## src/rtl/srm_pkg.sv

```systemverilog
// Shared types and constants for the Simple RISC Machine controller.
//   state_e  : controller FSM states
//   insn_e   : decoded instruction class
//   Opc*/Op* : opcode and op field encodings
//   Vsel*    : one-hot writeback select codes
package srm_pkg;

  typedef enum logic [2:0] {
    StWait,
    StDecode,
    StGetA,
    StGetB,
    StExec,
    StWriteRd,
    StWriteImm,
    StErr
  } state_e;

  typedef enum logic [2:0] {
    InsMovImm,
    InsMovReg,
    InsAdd,
    InsCmp,
    InsAnd,
    InsMvn,
    InsUndef
  } insn_e;

  localparam logic [2:0] OpcMov = 3'b110;
  localparam logic [2:0] OpcAlu = 3'b101;

  localparam logic [1:0] OpMovImm = 2'b10;
  localparam logic [1:0] OpMovReg = 2'b00;
  localparam logic [1:0] OpAdd    = 2'b00;
  localparam logic [1:0] OpCmp    = 2'b01;
  localparam logic [1:0] OpAnd    = 2'b10;
  localparam logic [1:0] OpMvn    = 2'b11;

  localparam logic [3:0] VselNone  = 4'b0000;
  localparam logic [3:0] VselMdata = 4'b0001;
  localparam logic [3:0] VselImm   = 4'b0010;
  localparam logic [3:0] VselPc    = 4'b0100;
  localparam logic [3:0] VselC     = 4'b1000;

endpackage

```

## src/rtl/srm_decoder.sv

```systemverilog
// Combinational instruction decoder: field extraction, sign extension and
// classification of the 16-bit instruction word.
//   ir             : instruction register contents
//   rn, rd, rm     : register index fields
//   shift, op      : IR[4:3], IR[12:11]
//   sximm8, sximm5 : IR[7:0], IR[4:0] sign-extended to DW bits
//   insn           : instruction class (InsUndef for unsupported encodings)
module srm_decoder
  import srm_pkg::*;
#(
  parameter int unsigned DW = 16
) (
  input  logic [15:0]   ir,
  output logic [2:0]    rn,
  output logic [2:0]    rd,
  output logic [2:0]    rm,
  output logic [1:0]    shift,
  output logic [1:0]    op,
  output logic [DW-1:0] sximm8,
  output logic [DW-1:0] sximm5,
  output insn_e         insn
);

  logic [2:0] opcode;

  assign opcode = ir[15:13];
  assign op     = ir[12:11];
  assign rn     = ir[10:8];
  assign rd     = ir[7:5];
  assign shift  = ir[4:3];
  assign rm     = ir[2:0];

  assign sximm8 = {{(DW-8){ir[7]}}, ir[7:0]};
  assign sximm5 = {{(DW-5){ir[4]}}, ir[4:0]};

  always_comb begin
    insn = InsUndef;
    if (opcode == OpcMov) begin
      if (op == OpMovImm)      insn = InsMovImm;
      else if (op == OpMovReg) insn = InsMovReg;
    end else if (opcode == OpcAlu) begin
      case (op)
        OpAdd:   insn = InsAdd;
        OpCmp:   insn = InsCmp;
        OpAnd:   insn = InsAnd;
        default: insn = InsMvn;
      endcase
    end
  end

endmodule

```

## src/rtl/vdff.sv

```systemverilog
// Enable register with synchronous active-high reset (clears to 0).
//   clk, reset : clock and reset
//   en         : load enable
//   d, q       : data in / registered data out, N bits
module vdff #(
  parameter int unsigned N = 16
) (
  input  logic         clk,
  input  logic         reset,
  input  logic         en,
  input  logic [N-1:0] d,
  output logic [N-1:0] q
);

  always_ff @(posedge clk) begin
    if (reset) begin
      q <= '0;
    end else if (en) begin
      q <= d;
    end
  end

endmodule

```

## src/rtl/srm_controller.sv

```systemverilog
// Simple RISC Machine control unit: instruction register, decoder and the
// multi-cycle FSM that sequences the external datapath.
//   clk, reset      : clock, synchronous active-high reset
//   s, load, in     : start, IR enable, instruction word (honoured only in WAIT)
//   w, done, illegal: idle, end-of-instruction pulse, trapped status
//   readnum/writenum: register indices
//   write/loada/loadb/loadc/loads/asel/bsel/vsel: datapath strobes and selects
//   shift, ALUop    : shifter and ALU controls
//   sximm8, sximm5  : sign-extended immediates
module srm_controller
  import srm_pkg::*;
#(
  parameter int unsigned DW     = 16,
  parameter bit          STRICT = 1'b1
) (
  input  logic          clk,
  input  logic          reset,
  input  logic          s,
  input  logic          load,
  input  logic [15:0]   in,
  output logic          w,
  output logic          done,
  output logic          illegal,
  output logic [2:0]    readnum,
  output logic [2:0]    writenum,
  output logic          write,
  output logic          loada,
  output logic          loadb,
  output logic          loadc,
  output logic          loads,
  output logic          asel,
  output logic          bsel,
  output logic [3:0]    vsel,
  output logic [1:0]    shift,
  output logic [1:0]    ALUop,
  output logic [DW-1:0] sximm8,
  output logic [DW-1:0] sximm5
);

  state_e     state_q, state_d;
  logic [15:0] ir;
  insn_e      insn;
  logic [2:0] rn, rd, rm;
  logic [1:0] op;

  logic       w_d, done_d, illegal_d, write_d, loada_d, loadb_d, loadc_d, loads_d, asel_d;
  logic [2:0] readnum_d, writenum_d;
  logic [3:0] vsel_d;

  vdff #(
    .N (16)
  ) u_ir (
    .clk   (clk),
    .reset (reset),
    .en    (load && (state_q == StWait)),
    .d     (in),
    .q     (ir)
  );

  srm_decoder #(
    .DW (DW)
  ) u_dec (
    .ir     (ir),
    .rn     (rn),
    .rd     (rd),
    .rm     (rm),
    .shift  (shift),
    .op     (op),
    .sximm8 (sximm8),
    .sximm5 (sximm5),
    .insn   (insn)
  );

  // MOV reg must pass B through untouched, so the ALU is forced to ADD.
  assign ALUop = (insn == InsMovReg) ? 2'b00 : op;
  assign bsel  = 1'b0;

  always_comb begin
    state_d = state_q;
    unique case (state_q)
      StWait:   if (s) state_d = StDecode;
      StDecode: begin
        case (insn)
          InsMovImm:               state_d = StWriteImm;
          InsMovReg, InsMvn:       state_d = StGetB;
          InsAdd, InsCmp, InsAnd:  state_d = StGetA;
          default:                 state_d = STRICT ? StErr : StWait;
        endcase
      end
      StGetA:     state_d = StGetB;
      StGetB:     state_d = StExec;
      StExec:     state_d = (insn == InsCmp) ? StWait : StWriteRd;
      StWriteRd:  state_d = StWait;
      StWriteImm: state_d = StWait;
      StErr:      state_d = StErr;
      default:    state_d = StWait;
    endcase
  end

  // Outputs are decoded from the next state and registered alongside it. IR
  // only changes on the WAIT->DECODE edge, where every IR-dependent output is 0.
  always_comb begin
    w_d        = 1'b0;
    done_d     = 1'b0;
    illegal_d  = 1'b0;
    write_d    = 1'b0;
    loada_d    = 1'b0;
    loadb_d    = 1'b0;
    loadc_d    = 1'b0;
    loads_d    = 1'b0;
    asel_d     = 1'b0;
    readnum_d  = 3'd0;
    writenum_d = 3'd0;
    vsel_d     = VselNone;
    unique case (state_d)
      StWait: w_d = 1'b1;
      StGetA: begin
        readnum_d = rn;
        loada_d   = 1'b1;
      end
      StGetB: begin
        readnum_d = rm;
        loadb_d   = 1'b1;
      end
      StExec: begin
        asel_d = (insn == InsMovReg) || (insn == InsMvn);
        if (insn == InsCmp) begin
          loads_d = 1'b1;
          done_d  = 1'b1;
        end else begin
          loadc_d = 1'b1;
        end
      end
      StWriteRd: begin
        writenum_d = rd;
        vsel_d     = VselC;
        write_d    = 1'b1;
        done_d     = 1'b1;
      end
      StWriteImm: begin
        writenum_d = rn;
        vsel_d     = VselImm;
        write_d    = 1'b1;
        done_d     = 1'b1;
      end
      StErr:   illegal_d = 1'b1;
      default: ;
    endcase
  end

  always_ff @(posedge clk) begin
    if (reset) begin
      state_q  <= StWait;
      w        <= 1'b1;
      done     <= 1'b0;
      illegal  <= 1'b0;
      write    <= 1'b0;
      loada    <= 1'b0;
      loadb    <= 1'b0;
      loadc    <= 1'b0;
      loads    <= 1'b0;
      asel     <= 1'b0;
      readnum  <= 3'd0;
      writenum <= 3'd0;
      vsel     <= VselNone;
    end else begin
      state_q  <= state_d;
      w        <= w_d;
      done     <= done_d;
      illegal  <= illegal_d;
      write    <= write_d;
      loada    <= loada_d;
      loadb    <= loadb_d;
      loadc    <= loadc_d;
      loads    <= loads_d;
      asel     <= asel_d;
      readnum  <= readnum_d;
      writenum <= writenum_d;
      vsel     <= vsel_d;
    end
  end

endmodule

```

## config.mk

```make
export PLATFORM = sky130hd
export DESIGN_NAME = srm_controller
export DESIGN_NICKNAME = d
export VERILOG_FILES = /design/src/rtl/srm_pkg.sv /design/src/rtl/srm_decoder.sv /design/src/rtl/vdff.sv /design/src/rtl/srm_controller.sv
export SDC_FILE = /design/constraint.sdc
export NUM_CORES = 1
export LEC_CHECK = 0
export BUFFER_PORTS_ARGS = -buffer_cell sky130_fd_sc_hd__buf_4
export CORE_UTILIZATION = 53
export CTS_BUF_LIST = sky130_fd_sc_hd__clkbuf_4 sky130_fd_sc_hd__clkbuf_8
export CTS_CLUSTER_SIZE = 30
export DETAILED_ROUTE_END_ITERATION = 12
export PLACE_DENSITY_LB_ADDON = 0.08
export RECOVER_POWER = 25
export SLEW_MARGIN = 15
export SYNTH_ARGS = -nofsm -noshare
export SYNTH_HDL_FRONTEND = slang
export SYNTH_SLANG_ARGS = --single-unit
```

## constraint.sdc

```tcl
create_clock -name clk -period 3.9 [get_ports clk]
set_clock_uncertainty 0.1 [all_clocks]
set_input_delay 0 -clock clk [delete_from_list [all_inputs] [get_ports clk]]
set_output_delay 0 -clock clk [all_outputs]
set_load 0.005 [all_outputs]
```

==> flow_summary.ini, run 1 <==
[run_status]
status = finished, final reports clean

[logic_synthesis]
synth_ff_type = dfxtp_1
synth_most_common_cell = buf_4
synth_top_area_cell = dfxtp_1
yosys_register_bits = 36
synth_edf_count = 0
synth.top_cells.by_area = dfxtp_1 (40%), buf_4 (17%), nand2_1 (7.2%), a21oi_1 (4.7%), o211ai_1 (2.5%)
avgSynthCellArea_sq_um = 8.69
synthArstFlopShare = 0
synth_common_cells = buf_4 (41), dfxtp_1 (36), nand2_1 (35), a21oi_1 (17), nor2_1 (7)
ys_warn_count = 0
synth_top_area_frac = 0.397
synth.distinct_cells = 43
ys_seq_area_frac = 0.397
syn-instance-count = 209
syn_area_sq_um = 1820

[job]
maxCapViolations = 0

[clocking]
clk_latency_ps = 350
cts.sink_count = 36
cts_buffer_depth = 2
cts_tree = done
ctsResizeCount = 0
path_clk_slew_ps = 120
cts_max_level = 2
root_buffer = clkbuf_4
cts-buffers-inserted = 5

[power_and_ir_drop]
internal_power_w = 0.000864
clockPowerShare = 0.192
switching_power_w = 0.000529
p_leak_nw = 1.10
p_seq_frac = 0.376
pwr-share-comb = 0.432
ir_drop_mv = 0.506
p_per_area_nw_per_um2 = 558
switching_share = 0.380

[setup_path]
critical_path.max_fanout = 16
crit_required_ps = 4040
end_kind = flop
critPathSlowestCell = dlygate4sd3_1
r2r-end = u_ir.q[0]
reg2regPathDepth = 5
path_class = flop to flop
start_kind = flop
r2r_start = state_q[1]
cp_cell_sequence = nor2_4 -> nand3_1 -> nand2_1 -> a21oi_1 -> dlygate4sd3_1
r2r_slack_ps = 1600
crit_arrival_ps = 2440
max_stage_delay_ps = 600

[final_layout]
nets = 295
area_growth_pct = 37.4
drive_above_1_share = 0.326
final_area_sq_um = 2490
final_cells = 320
num_antenna_cells = 0

[timing]
slew_headroom = 0.574
tns_ps = 0
finalSetupViolations = 0
rsz0062_at_grt = no
fmax_mhz = 435
worst_pin_slew_ps = 637
fin_ws_ps = 1600
hold_ws_ps = 455
timing.final.crit_share = 0.590
drv_slew = 0
hold_viol = 0
fin_crit_ps = 2300

[min_path]
whs_endpoint = readnum[2]
hp-class = flop to flop
hold_path_depth = 2
holdCritStartpoint = u_ir.q[10]

[detailed_routing]
routed_via_density = 5.20
via_count = 1664
drt_iter0_drc = 100
antenna_left = 0
dr.pass1.iters = 4
drc = 0
wirelength_um = 4640
wl_per_cell_um = 14.5

[grt]
antenna_found_initial = 0
grt_max_degree = 32
grt_pass1_wl_um = 7140
grt_pass1_vias = 1597
grt_overflow = 0
grt_usage = 0.269

[floorplanning]
fp.dieW_um = 60.5
die_y_um = 60.5
io_pins = 76
start_util = 0.576
row_count = 20
floorplan.core_area_sq_um = 3150
die_area_sq_um = 3660

[placement]
pre_cts_slack_ps = 1930
dp_cells = 278
port_buffers = 72
placed_area_sq_um = 2070
gp_congestion = 0.899
dpl.hpwl_um = 2860
cells by family after synthesis:
kind of cell	Yosys count	synth area share
AOI/OAI and AO/OA	46	0.190
buffers and inverters	53	0.198
DFF	36	0.397
muxes	3	0.0165
other	1	0.00207
and+or+nand+nor	70	0.197
critical path, delay by kind of cell, from the launching register on:
| kind | cells | cell delay (ps) |
|---|---|---|
| DFF | 1 | 460 |
| AOI/OAI and AO/OA | 1 | 110 |
| buffers and inverters | 1 | 600 |
| and+or+nand+nor | 3 | 920 |
worst max path at each step:
stage / depth (start not counted) / endpoint / slack (ps) / start
6_report: 5 / u_ir.q[0] / 1600 / state_q[1]
5_1_grt: 5 / u_ir.q[10] / 1460 / state_q[1]
4_1_cts: 5 / u_ir.q[5] / 1680 / state_q[1]
3_5_place_dp: 4 / write / 1930 / state_q[0]
3_3_place_gp: 4 / asel / 1980 / u_ir.q[12]
2_1_floorplan: 4 / readnum[0] / 2130 / u_ir.q[11]
stage by stage:
step / utilization / total power, W
floorplan: - / 0.000954
global placement: 0.658 / 0.00105
detailed placement: 0.658 / 0.00107
CTS: 0.791 / 0.00138
global route: 0.791 / 0.00149
finish: 0.791 / 0.00139
final cells by class:
type                            instances  area, sq um
Sequential cell                        36          721
Inverter                                4         15.0
Clock inverter                          3         42.5
Fill cell                             221          658
Timing Repair Buffer                  106          881
Clock buffer                            5         37.5
Tap cell                               44         55.1
Multi-Input combinational cell        122          743
layout by cell type, fill, tap and decap left out, types with 4 or more instances in the layout:
cell / netlist / final
buf_4: 41 / 50
dfxtp_1: 36 / 36
nand2_1: 35 / 35
dlygate4sd3_1: 1 / 34
clkbuf_4: 0 / 27
a21oi_1: 17 / 17
nor2_1: 7 / 7
o211ai_1: 6 / 6
inv_1: 4 / 4
o21ai_0: 4 / 4
nor3_1: 4 / 4
nor4_1: 4 / 4
state kept, by name, summed over array words and instances, names as in the netlist:
signal and flops:
u_ir.q 16, readnum 3, state_q 3, writenum 3, vsel 2, asel 1
done 1, illegal 1, loada 1, loadb 1, loadc 1, loads 1
w 1, write 1
metal layers:
layer,track usage,share of wire
met3,0.0725,0.067
met5,0,0
met2,0.458,0.50
met1,0.286,0.40
met4,0.195,0.038
power groups by stage:
stage                     Sequential, W  Combinational [W]  Clock, W
after global placement         0.000524           0.000522         0
after CTS                      0.000523           0.000595  0.000267
after global routing           0.000537           0.000661  0.000289
after floorplan                0.000489           0.000465         0
after detailed placement       0.000532           0.000535         0
final                          0.000524           0.000602  0.000267
timing repair:
action,4_1_cts,5_1_grt
hold endpoints to repair,30,0
hold buffers,34,0
endpoints found under the setup margin,0,0
buffers inserted,0,0
(Power assumes the default switching activity.)
==> run 2: changes to the inputs <==
- CORE_UTILIZATION: 53 -> 49
- clock period: 3.9 -> 2.3 ns (I/O delays scaled with it)
==> run 2 against run 1 <==
Effect of this change:
- sequential share of layout area up 0.90 points
- via count down 8.8%
- sequential power up 69%
- flip-flop and latch count unchanged
- combinational power up 57%
- setup slack worse by 1300 ps
- global-route usage down 5.8 points
- final cell count down 3.4%
- first-iteration DRC count down 70%
- non-clock buffer count down 13
- clock power up 120%
==> flow_summary.ini, run 2 (synthesis gave the netlist of run 1 again) <==
[detailed_routing]
drt_iter0_drc = 30
wl_per_cell_um = 12.9
via_count = 1518
drc = 0
routed_via_density = 4.91
antenna_left = 0
wirelength_um = 3980
dr.pass1.iters = 4

[timing]
fmax_mhz = 494
drv_slew = 0
slew_headroom = 0.631
rsz0062_at_grt = no
fin_ws_ps = 275
timing.final.crit_share = 0.880
worst_pin_slew_ps = 548
hold_viol = 0
finalSetupViolations = 0
tns_ps = 0
fin_crit_ps = 2020

[placement]
dpl.hpwl_um = 2750
placed_area_sq_um = 2080
gp_congestion = 0.962
pre_cts_slack_ps = 350
port_buffers = 72

[setup_path]
max_stage_delay_ps = 570
end_kind = flop
critPathSlowestCell = dlygate4sd3_1
r2r_slack_ps = 280
critical_path.max_fanout = 16
crit_arrival_ps = 2160
cp_cell_sequence = nor2_4 -> and3_2 -> nand2_1 -> a21oi_1 -> dlygate4sd3_1
path_class = flop to flop
start_kind = flop
crit_required_ps = 2430

[final_layout]
top_register = u_ir.q
final_area_sq_um = 2420
final_cell_mix = buf_4 (50), dfxtp_1 (36), nand2_1 (35)
drive_above_1_share = 0.350
layout_commonest_cell = buf_4
nets = 282
largest_register_ffs = 16
area_growth_pct = 33.3
num_antenna_cells = 0

[power_and_ir_drop]
p_leak_nw = 1.04
ir_drop_mv = 0.737
p_per_area_nw_per_um2 = 1000

[grt]
antenna_found_initial = 0
grt_overflow = 0
grt_usage = 0.211
grt_pass1_wl_um = 6440
grt_max_degree = 32
grt_pass1_vias = 1433

[min_path]
hp-class = input port to flop

[clocking]
cts-buffers-inserted = 5
cts_tree = done
root_buffer = clkbuf_8
cts_buffer_depth = 2
clk_latency_ps = 290
path_clk_slew_ps = 70
cts.sink_count = 36
cts_max_level = 2

[floorplanning]
floorplan.core_area_sq_um = 3440
io_pins = 76
die_y_um = 62.9
start_util = 0.527
fp.dieW_um = 62.9
row_count = 21
die_area_sq_um = 3950

[run_status]
status = finished, final reports clean

[job]
maxCapViolations = 0
run 2: what timing repair did:
action / in CTS / in global routing
endpoints found under the hold margin: 17 / 0
resized for setup: 0 / 2
setup endpoints to repair: 0 / 4
hold buffers: 21 / 0
buffers inserted: 0 / 0
run 2: metrics by stage:
step | cells | total power (W) | hold WS [ps] | util
finish | 309 | 0.00243 | 19.1 | 0.703
global route | 309 | 0.00259 | 54.8 | 0.703
CTS | 309 | 0.00245 | 8.78 | 0.701
detailed placement | 280 | 0.00180 | 155 | 0.603
global placement | 280 | 0.00178 | 147 | 0.603
floorplan | 211 | 0.00162 | 36.0 | -
run 2: layer usage:
metal	track usage	vias up	part of all wire
met1	0.237	679	0.45
met2	0.349	50	0.48
met5	0	-	0
met3	0.0675	8	0.052
li1	-	781	-
met4	0.119	0	0.024
run 2: final cells by class:
cell class / instances / area (sq um)
fill: 268 / 1020
timing repair buffer: 93 / 751
multi-input combinational: 122 / 749
sequential: 36 / 721
clock buffer: 7 / 96.3
tap: 46 / 57.6
clock inverter: 1 / 30.0
inverter: 4 / 15.0
run 2: worst max-delay path, delay by kind of cell (launching register included):
kind / cells / cell delay (ps)
AO/OA/AOI/OAI: 1 / 150
buffers and inverters: 1 / 570
flip-flops: 1 / 430
AND/OR/NAND/NOR: 3 / 710
run 2: worst paths after layout:
| path | from | to | cells after the start |
|---|---|---|---|
| max | state_q[1] | u_ir.q[6] | 5 |
| min | s | loads | 4 |
| max reg2reg | state_q[1] | u_ir.q[6] | 5 |
| min reg2reg | u_ir.q[15] | u_ir.q[15] | 2 |
run 2: power breakdown:
group | switching (W) | internal [W] | total (W)
clock network | 0.000214 | 0.000382 | 0.000596
registers | 0.000145 | 0.000741 | 0.000886
logic | 0.000496 | 0.000451 | 0.000947
